## src/rtl/coin_pkg.sv

```systemverilog
// Shared coin encodings and dispenser state type for the vending payout path.
package coin_pkg;

    localparam logic [1:0] COIN_NONE = 2'b00;
    localparam logic [1:0] COIN_5    = 2'b01;
    localparam logic [1:0] COIN_10   = 2'b10;

    typedef enum logic [2:0] {
        IDLE,
        SELECT,
        EJECT,
        DONE,
        FAULT
    } disp_state_e;

    // Value of a coin in 5-cent units.
    function automatic logic [1:0] coinUnits(input logic [1:0] coin);
        return (coin == COIN_10) ? 2'd2 : 2'd1;
    endfunction

endpackage

```

## src/rtl/coin_ack_timer.sv

```systemverilog
// Saturating cycle counter used to detect a hopper that never acknowledges a coin.
module coin_ack_timer #(
    parameter int LIMIT = 15
) (
    input  logic clk,
    input  logic rst,
    input  logic clear,
    input  logic enable,
    output logic expired
);

    localparam int W = $clog2(LIMIT + 1);

    logic [W-1:0] count_q;

    assign expired = (count_q == W'(LIMIT));

    always_ff @(posedge clk) begin
        if (rst || clear) begin
            count_q <= '0;
        end else if (enable && !expired) begin
            count_q <= count_q + W'(1);
        end
    end

endmodule

```

## src/rtl/coin_change_dispenser.sv

```systemverilog
// Greedy coin payout engine (dimes, then nickels) with hopper ack timeout.
// Define COIN_INVENTORY_EN to add per-type coin inventory counters and refill ports.
module coin_change_dispenser
    import coin_pkg::*;
#(
    parameter int AMT_W       = 4,
    parameter int ACK_TIMEOUT = 15
`ifdef COIN_INVENTORY_EN
    ,
    parameter int INV_W       = 8,
    parameter int INV_INIT_D  = 16,
    parameter int INV_INIT_N  = 16
`endif
) (
    input  logic             clk,
    input  logic             rst,
    input  logic             change_valid,
    input  logic [AMT_W-1:0] change_amt,
    output logic             change_ready,
    output logic [1:0]       coin_out,
    input  logic             hopper_ack,
    output logic             done,
    output logic             fault,
    input  logic             fault_clr,
    output logic [AMT_W-1:0] owed
`ifdef COIN_INVENTORY_EN
    ,
    input  logic             refill_valid,
    input  logic [INV_W-1:0] refill_d,
    input  logic [INV_W-1:0] refill_n
`endif
);

    disp_state_e      state_q, state_d;
    logic [AMT_W-1:0] owed_q, owed_d;
    logic [1:0]       sel_q, sel_d;
    logic [1:0]       coin_out_q, coin_out_d;
    logic             ready_q, ready_d;
    logic             done_q, done_d;
    logic             fault_q, fault_d;

    logic ackTake;
    logic timerExpired;
    logic dimeAvail;
    logic nickelAvail;

    // An ack only counts once the coin is actually being presented.
    assign ackTake = (state_q == EJECT) && hopper_ack && (coin_out_q != COIN_NONE);

    coin_ack_timer #(.LIMIT(ACK_TIMEOUT)) u_timer (
        .clk    (clk),
        .rst    (rst),
        .clear  ((state_q != EJECT) || ackTake),
        .enable (state_q == EJECT),
        .expired(timerExpired)
    );

`ifdef COIN_INVENTORY_EN
    logic [INV_W-1:0] dimes_q, dimes_d;
    logic [INV_W-1:0] nickels_q, nickels_d;

    // Decrement cannot underflow: a type is only ejected while its count is nonzero.
    function automatic logic [INV_W-1:0] invNext(input logic [INV_W-1:0] cur, input logic dec,
                                                 input logic [INV_W-1:0] add, input logic addEn);
        logic [INV_W:0] sum;
        sum = {1'b0, cur} - (INV_W + 1)'(dec) + (addEn ? {1'b0, add} : '0);
        return sum[INV_W] ? '1 : sum[INV_W-1:0];
    endfunction

    always_comb begin
        dimes_d   = invNext(dimes_q, ackTake && (sel_q == COIN_10), refill_d, refill_valid);
        nickels_d = invNext(nickels_q, ackTake && (sel_q == COIN_5), refill_n, refill_valid);
    end

    always_ff @(posedge clk) begin
        if (rst) begin
            dimes_q   <= INV_W'(INV_INIT_D);
            nickels_q <= INV_W'(INV_INIT_N);
        end else begin
            dimes_q   <= dimes_d;
            nickels_q <= nickels_d;
        end
    end

    assign dimeAvail   = (dimes_q != '0);
    assign nickelAvail = (nickels_q != '0);
`else
    assign dimeAvail   = 1'b1;
    assign nickelAvail = 1'b1;
`endif

    always_comb begin
        state_d    = state_q;
        owed_d     = owed_q;
        sel_d      = sel_q;
        coin_out_d = COIN_NONE;
        case (state_q)
            IDLE: begin
                if (change_valid) begin
                    owed_d  = change_amt;
                    state_d = (change_amt == '0) ? DONE : SELECT;
                end
            end
            SELECT: begin
                if ((owed_q >= AMT_W'(2)) && dimeAvail) begin
                    sel_d   = COIN_10;
                    state_d = EJECT;
                end else if (nickelAvail) begin
                    sel_d   = COIN_5;
                    state_d = EJECT;
                end else begin
                    state_d = FAULT;
                end
            end
            EJECT: begin
                // Ack is checked before the timeout so a last-cycle ack still succeeds.
                if (ackTake) begin
                    owed_d  = owed_q - AMT_W'(coinUnits(sel_q));
                    state_d = (owed_d == '0) ? DONE : SELECT;
                end else if (timerExpired) begin
                    state_d = FAULT;
                end else begin
                    coin_out_d = sel_q;
                end
            end
            DONE: begin
                state_d = IDLE;
            end
            FAULT: begin
                if (fault_clr) begin
                    state_d = IDLE;
                    owed_d  = '0;
                end
            end
            default: begin
                state_d = IDLE;
            end
        endcase
        ready_d = (state_d == IDLE);
        done_d  = (state_d == DONE);
        fault_d = (state_d == FAULT);
    end

    always_ff @(posedge clk) begin
        if (rst) begin
            state_q    <= IDLE;
            owed_q     <= '0;
            sel_q      <= COIN_NONE;
            coin_out_q <= COIN_NONE;
            ready_q    <= 1'b1;
            done_q     <= 1'b0;
            fault_q    <= 1'b0;
        end else begin
            state_q    <= state_d;
            owed_q     <= owed_d;
            sel_q      <= sel_d;
            coin_out_q <= coin_out_d;
            ready_q    <= ready_d;
            done_q     <= done_d;
            fault_q    <= fault_d;
        end
    end

    assign change_ready = ready_q;
    assign coin_out     = coin_out_q;
    assign done         = done_q;
    assign fault        = fault_q;
    assign owed         = owed_q;

endmodule

```

## config.mk

```make
export PLATFORM = sky130hd
export DESIGN_NAME = coin_change_dispenser
export DESIGN_NICKNAME = d
export VERILOG_FILES = /design/src/rtl/coin_pkg.sv /design/src/rtl/coin_ack_timer.sv /design/src/rtl/coin_change_dispenser.sv
export SDC_FILE = /design/constraint.sdc
export NUM_CORES = 1
export LEC_CHECK = 0
export ABC_AREA = 1
export ABC_CLOCK_PERIOD_IN_PS = 1900
export CAP_MARGIN = 20
export CORE_MARGIN = 3
export CORE_UTILIZATION = 40
export DETAILED_ROUTE_END_ITERATION = 10
export HOLD_SLACK_MARGIN = 0.15
export PLACE_DENSITY = 0.78
export SLEW_MARGIN = 40
export SYNTH_ARGS = -nofsm -noshare
export SYNTH_HDL_FRONTEND = slang
export SYNTH_SLANG_ARGS = --single-unit
```

## constraint.sdc

```tcl
create_clock -name clk -period 1.9 [get_ports clk]
set_clock_uncertainty 0.1 [all_clocks]
set_input_delay 0.285 -clock clk [delete_from_list [all_inputs] [get_ports clk]]
set_output_delay 0.285 -clock clk [all_outputs]
set_load 0.02 [all_outputs]
```

==> results of run 1 <==
how the worst max path moves through the flow:
stage	from	to	slack, ns	cells after the start
2_1_floorplan	sel_q[1]	change_ready	0.007	11
3_3_place_gp	sel_q[1]	change_ready	-0.02	11
3_5_place_dp	sel_q[1]	change_ready	-0.15	11
4_1_cts	sel_q[1]	done	-0.08	12
5_1_grt	sel_q[1]	done	-0.16	12
6_report	sel_q[0]	change_ready	-0.04	10
state kept, by name, indices dropped and copies added, names as in the netlist:
name / count
owed: 4
u_timer.count_q: 4
state_q: 3
coin_out: 2
sel_q: 2
change_ready: 1
done: 1
fault: 1
area by class of cell:
cell class              count  area share (%)
clock buffers               4            2.81
repair buffers             23            16.7
inverters                  24            6.97
multi-input cells          98            42.9
flip-flops and latches     18            28.0
well taps                  28            2.71
cell usage after synthesis, drive strengths merged:
master	instances
dfxtp	18
nand4	2
a31oi	1
inv	24
nand3	13
nand3b	2
or2	1
nor2	25
nand2	31
xor2	1
o2111ai	1
a21oi	7
fa	1
nor3	1
ha	3
o21ai	9
power by group through the flow:
stage | Combinational (uW) | Clock, uW | Sequential [uW]
floorplan | 112 | 0 | 431
global placement | 194 | 0 | 419
detailed placement | 202 | 0 | 421
CTS | 215 | 250 | 414
global route | 245 | 267 | 416
finish | 224 | 243 | 414
metrics by stage:
| stage | hold WS [ns] | instance area, um^2 | cells | util, % | worst slack [ns] |
|---|---|---|---|---|---|
| global route | 0.428 | 1290 | 195 | 57.3 | -0.160 |
| global placement | 0.357 | 1210 | 188 | 53.6 | -0.0220 |
| CTS | 0.406 | 1270 | 193 | 56.5 | -0.0823 |
| finish | 0.403 | 1290 | 195 | 57.3 | -0.0410 |
| floorplan | 0.254 | 980 | 140 | - | 0.00704 |
| detailed placement | 0.380 | 1210 | 188 | 53.6 | -0.148 |
metal layers:
metal / wire length, um / part of all wire, %
met3: 112 / 4.6
met1: 979 / 41
met4: 19 / 0.79
met2: 1300 / 54
met5: 0 / 0
what timing repair did:
item	4_1_cts	5_1_grt
setup endpoints to repair	3	4
pin swaps	5	6
buffers inserted	1	2
hold endpoints to repair	0	0
gates resized for setup	8	1
critical path, stage by stage (launching register included):
cell and delay (ns):
sky130_fd_sc_hd__dfxtp_1 0.36, sky130_fd_sc_hd__nor2_4 0.12, sky130_fd_sc_hd__inv_2 0.06, sky130_fd_sc_hd__ha_4 0.16
sky130_fd_sc_hd__fa_1 0.51, sky130_fd_sc_hd__nand2_1 0.07, sky130_fd_sc_hd__nand3b_1 0.15, sky130_fd_sc_hd__nor2_1 0.10
sky130_fd_sc_hd__nand2_1 0.07, sky130_fd_sc_hd__nand2_2 0.07, sky130_fd_sc_hd__a21oi_1 0.06
kinds of logic (layout without fill, tap and decap cells):
logic type                 Yosys count  after routing
and+or+nand+nor                     75             75
DFF                                 18             18
xor gates and xnor gates             1              1
adders and majority gates            4              4
AOI/OAI and AO/OA                   18             18
buffers and inverters               24             51
==> run summary, run 1 <==
starting utilization of the core area -> 43.3%
multiplexer area fraction after synthesis -> 0%
detailed-router iteration count before antenna repair -> 4
first-pass GRT wire length -> 4040 um
deepest clock path buffer count -> 2
dominant cell type by area after synthesis -> sky130_fd_sc_hd__dfxtp_1
hold crit path type -> flip-flop to flip-flop
floorplan die area -> 0.00307 mm^2
area of the core -> 0.00225 mm^2
Setup Total Neg Slack -> -0.112 ns
Worst-Margin Slew -> 0.455 ns
setup-violating endpoint count in the final report -> 3
DRC violations left -> 0
HPWL after DPL -> 1860 um
type of the worst setup path -> flip-flop to flip-flop
synthesized-area fraction occupied by ao, oa, aoi and oai cells -> 10.1%
H-Tree Level Count -> 1
io pins -> 18
synthesized-area fraction occupied by xor and xnor cells -> 0.896%
basic-gate share of the synthesized area counting and, or, nand and nor cells -> 37.0%
fraction of power consumed by combinational cells -> 25.4%
vias in the first global route -> 968
setup ws final -> -0.0410 ns
Max Cap Violations -> 0
TritonCTS clock tree -> yes
worst hold path startpoint -> u_timer.count_q[2]
number of buffers inserted for hold repair after clock tree synthesis -> 0
Register Area -> 362 um^2
Detailed Route Iter0 Violations -> 28
global-route met1 utilization -> 16.9%
final clock period utilization by the worst path -> 102%
top cells by area, synth -> sky130_fd_sc_hd__dfxtp_1 37%, sky130_fd_sc_hd__nand2_1 10%, sky130_fd_sc_hd__inv_1 8.1%
internal reg-to-reg setup slack -> -0.04 ns
synth warn -> 0
highest net fanout along the worst path -> 2
GR met2 Demand/Resource -> 31.4%
number of antenna violations at the first check in global routing -> 0
sequential cell fraction of total power -> 47.0%
CTS buffer count -> 3
average wire per standard cell -> 12.4 um
leading cell type in the layout, fill and taps excluded -> sky130_fd_sc_hd__nand2_1
antenna diode count -> 0
largest family of logic cells by synthesized area -> simple AND/OR/NAND/NOR gates
arrival time at the worst endpoint -> 2.03 ns
cell-internal power -> 613 uW
Net Sw Frac -> 30.4%
status -> finished, violations left
RSZ-0062 raised after global routing -> yes
count of final max-slew check failures -> 0
sequential element share of the synthesized area -> 36.9%
Reg2Reg Launch Point -> sel_q[0]
failing checks -> setup timing
most frequent cells in the layout -> 26 x sky130_fd_sc_hd__nand2_1, 19 x sky130_fd_sc_hd__inv_1, 18 x sky130_fd_sc_hd__nor2_1
multi-input logic area -> 554 um^2
post-synth cell types -> 23
switching power -> 268 uW
GR Layer Usage met3 -> 5.14%
power share of the clock group -> 27.6%
DRT Wirelength -> 2410 um
power per unit of standard cell area -> 682 mW/mm^2
Fill cells -> 231
total via count after detailed routing -> 976
number of cells traversed by the worst register-to-register path -> 10
proportion of layout cells with a drive suffix above 1 -> 18.6%
layer carrying the most global-route usage -> met2
Synth Net Count -> 153
number of cells on the worst hold path -> 1
clock network latency to the later pin of the worst-skew pair -> 0.30 ns
Die H -> 55.4 um
final-stage net count -> 181
share of the synthesized area in the top cell type -> 36.9%
area of the mapped netlist -> 977 um^2
Critical Path RT -> 1.99 ns
count of input and output buffers -> 17
overall die width -> 55.4 um
number of vias per cell after detailed routing -> 5.01
number of antenna-violating nets in the routed design -> 0
signed area change from the synthesized netlist to the final layout -> 32.3%
worst min-delay path endpoint -> u_timer.count_q[2]
standard-cell rows -> 17
routability congestion estimate -> 0.896
overall fraction of global-route tracks in use -> 16.1%
Root Buffer Master -> sky130_fd_sc_hd__clkbuf_4
synthesized area per cell -> 6.98 um^2
shortest clock period the worst path allows after layout -> 1.94 ns
clock-pin slew on the worst setup and hold paths -> 0.11 ns
maximum frequency from static timing analysis -> 0.515 GHz
endpoint type of the worst setup path -> flip-flop
Worst Setup Start Kind -> flip-flop
Power Total -> 881 uW
total congestion overflow -> 0
total count of hold-check failures in the final report -> 0
number of instances in the synthesized netlist -> 140
TritonCTS Sinks -> 18
standby leakage power -> 0.000570 uW
maximum number of pins on one net before global-route repair -> 11
reg-to-reg critical path endpoint -> change_ready
Worst IR Drop VDD -> 655 uV
Max transition margin -> 69.4%
fraction of the mapped netlist area in adder cells -> 5.89%
number of storage elements in the synthesis netlist -> 18
Note: power is estimated with default switching activity, not from simulation.
==> run 2: changes to the inputs <==
--- a/config.mk
+++ b/config.mk
@@ -10,6 +10,7 @@
 export CAP_MARGIN = 20
 export CORE_MARGIN = 3
 export CORE_UTILIZATION = 40
+export CTS_BUF_LIST = sky130_fd_sc_hd__clkbuf_4
 export DETAILED_ROUTE_END_ITERATION = 10
 export HOLD_SLACK_MARGIN = 0.15
 export PLACE_DENSITY = 0.78
==> run 2 against run 1 <==
Effect of this change: the flow still finishes with violations (setup timing); critical path depth increased by 2; clock power decreased by 17%; flip-flop and latch count unchanged; register-to-register slack about the same; setup slack improved by 0.012 ns; sequential power about the same; largest cell class unchanged; largest power group unchanged.
==> run summary, run 2 (synthesis results as in run 1) <==
vias in the first global route -> 975 (+0.72%)
overall fraction of global-route tracks in use -> 16.3% (+0.24 points)
clock-pin slew on the worst setup and hold paths -> 0.10 ns (about the same)
TritonCTS Sinks -> 18 (unchanged)
Worst-Margin Slew -> 0.459 ns (+0.00415 ns)
RSZ-0062 raised after global routing -> yes
number of cells traversed by the worst register-to-register path -> 12 (+2)
maximum frequency from static timing analysis -> 0.518 GHz (+0.60%)
count of input and output buffers -> 17 (unchanged)
area of the core -> 0.00225 mm^2 (unchanged)
first-pass GRT wire length -> 4080 um (+1.2%)
Setup Total Neg Slack -> -0.0788 ns (+0.0330 ns)
Max transition margin -> 69.1% (-0.28 points)
final-stage net count -> 181 (unchanged)
deepest clock path buffer count -> 2 (unchanged)
detailed-router iteration count before antenna repair -> 4 (unchanged)
io pins -> 18 (unchanged)
number of antenna-violating nets in the routed design -> 0 (unchanged)
arrival time at the worst endpoint -> 2.07 ns (+0.04 ns)
CTS buffer count -> 3 (unchanged)
leading cell type in the layout, fill and taps excluded -> sky130_fd_sc_hd__nand2_1
internal reg-to-reg setup slack -> -0.03 ns (about the same)
total count of hold-check failures in the final report -> 0 (unchanged)
shortest clock period the worst path allows after layout -> 1.93 ns (-0.0117 ns)
floorplan die area -> 0.00307 mm^2 (unchanged)
Worst IR Drop VDD -> 573 uV (-12%)
Power Total -> 840 uW (-4.7%)
Fill cells -> 233 (+0.87%)
post-route worst hold slack -> 0.401 ns (-0.00262 ns)
Worst Setup Start Kind -> flip-flop
power per unit of standard cell area -> 655 mW/mm^2 (-3.9%)
highest net fanout along the worst path -> 2 (unchanged)
final standard cell utilization of the core -> 56.9% (-0.44 points)
total via count after detailed routing -> 989 (+1.3%)
overall die width -> 55.4 um (unchanged)
number of cells on the worst hold path -> 2 (+1)
H-Tree Level Count -> 1 (unchanged)
standby leakage power -> 0.000564 uW (-0.99%)
total congestion overflow -> 0 (unchanged)
maximum number of pins on one net before global-route repair -> 11 (unchanged)
count of final max-slew check failures -> 0 (unchanged)
Max Cap Violations -> 0 (unchanged)
antenna diode count -> 0 (unchanged)
Die H -> 55.4 um (unchanged)
failing checks -> setup timing
status -> finished, violations left
setup ws final -> -0.0294 ns (+0.0117 ns)
DRC violations left -> 0 (unchanged)
dpl cells -> 188 (unchanged)
DRT Wirelength -> 2400 um (-0.37%)
count of placed standard cells in the final layout, fillers left out -> 195 (unchanged)
average wire per standard cell -> 12.3 um (-0.37%)
starting utilization of the core area -> 43.3% (unchanged)
type of the worst setup path -> flip-flop to flip-flop
Critical Path RT -> 2.04 ns (+0.05 ns)
endpoint type of the worst setup path -> flip-flop
standard-cell rows -> 17 (unchanged)
hold crit path type -> flip-flop to flip-flop
setup-violating endpoint count in the final report -> 3 (unchanged)
TritonCTS clock tree -> yes
signed area change from the synthesized netlist to the final layout -> 31.2%
Root Buffer Master -> sky130_fd_sc_hd__clkbuf_4
number of buffers inserted for hold repair after clock tree synthesis -> 0 (unchanged)
proportion of layout cells with a drive suffix above 1 -> 18.0% (-0.60 points)
final clock period utilization by the worst path -> 102% (-0.61 points)
number of vias per cell after detailed routing -> 5.07 (+1.3%)
routability congestion estimate -> 0.896 (unchanged)
HPWL after DPL -> 1860 um (unchanged)
clock network latency to the later pin of the worst-skew pair -> 0.30 ns (about the same)
Detailed Route Iter0 Violations -> 20 (-29%)
most frequent cells in the layout -> 26 x sky130_fd_sc_hd__nand2_1, 19 x sky130_fd_sc_hd__inv_1, 18 x sky130_fd_sc_hd__nor2_1
number of antenna violations at the first check in global routing -> 0 (unchanged)
-- run 2: cell types whose count changed in the layout (fill, tap and decap cells not counted), sizes merged --
cell	before	now
clkbuf	4	3
clkinv	0	1
-- run 2: repair_timing --
action / in CTS / in global routing
resized for setup: 8 / 1
setup endpoints to repair: 3 / 4
buffers inserted: 1 / 2
pin swaps: 5 / 6
-- run 2: final timing paths --
check	startpoint	to
worst max-delay path	sel_q[1]	done
worst min-delay path	sel_q[1]	sel_q[1]
worst max register to register	sel_q[1]	done
worst min register to register	sel_q[1]	sel_q[1]
-- run 2: final cells by class --
type / count / area [um^2] / share of cell area [%]
clock buffers: 3 / 22.5 / 1.76
multi-input cells: 98 / 554 / 43.2
clock inverters: 1 / 3.75 / 0.293
well taps: 28 / 35.0 / 2.73
flip-flops and latches: 18 / 362 / 28.2
repair buffers: 23 / 215 / 16.8
inverters: 24 / 90.1 / 7.02
-- run 2: layer usage --
layer / share of wire [%] / up-vias / track usage [%]
li1: - / 498 / -
met1: 40 / 463 / 17.0
met2: 54 / 24 / 31.6
met3: 4.8 / 4 / 5.14
met4: 1.0 / 0 / 3.13
met5: 0 / - / 0
-- run 2: stage by stage --
stage,worst slack [ns],cell area (um^2)
after global placement,-0.0220,1210
after CTS,-0.0814,1260
final,-0.0294,1280
after detailed placement,-0.148,1210
after global routing,-0.160,1280
after floorplan,0.00704,980
-- run 2: where the power goes --
part / leakage, uW / internal [uW] / total [uW] / switching (uW)
Clock: 0.0000154 / 76.6 / 201 / 125
Sequential: 0.000147 / 395 / 414 / 18.4
Combinational: 0.000401 / 101 / 225 / 123
-- run 2: critical path, cell delays in order, from the launching register on --
cell	delay (ns)
sky130_fd_sc_hd__dfxtp_2	0.35
sky130_fd_sc_hd__inv_2	0.05
sky130_fd_sc_hd__nor2_4	0.08
sky130_fd_sc_hd__inv_2	0.06
sky130_fd_sc_hd__ha_4	0.16
sky130_fd_sc_hd__fa_1	0.50
sky130_fd_sc_hd__nand2_1	0.06
sky130_fd_sc_hd__nand3b_1	0.15
sky130_fd_sc_hd__nor2_1	0.10
sky130_fd_sc_hd__nand2_1	0.07
sky130_fd_sc_hd__nand2_2	0.07
sky130_fd_sc_hd__inv_2	0.04
sky130_fd_sc_hd__nor2_2	0.07
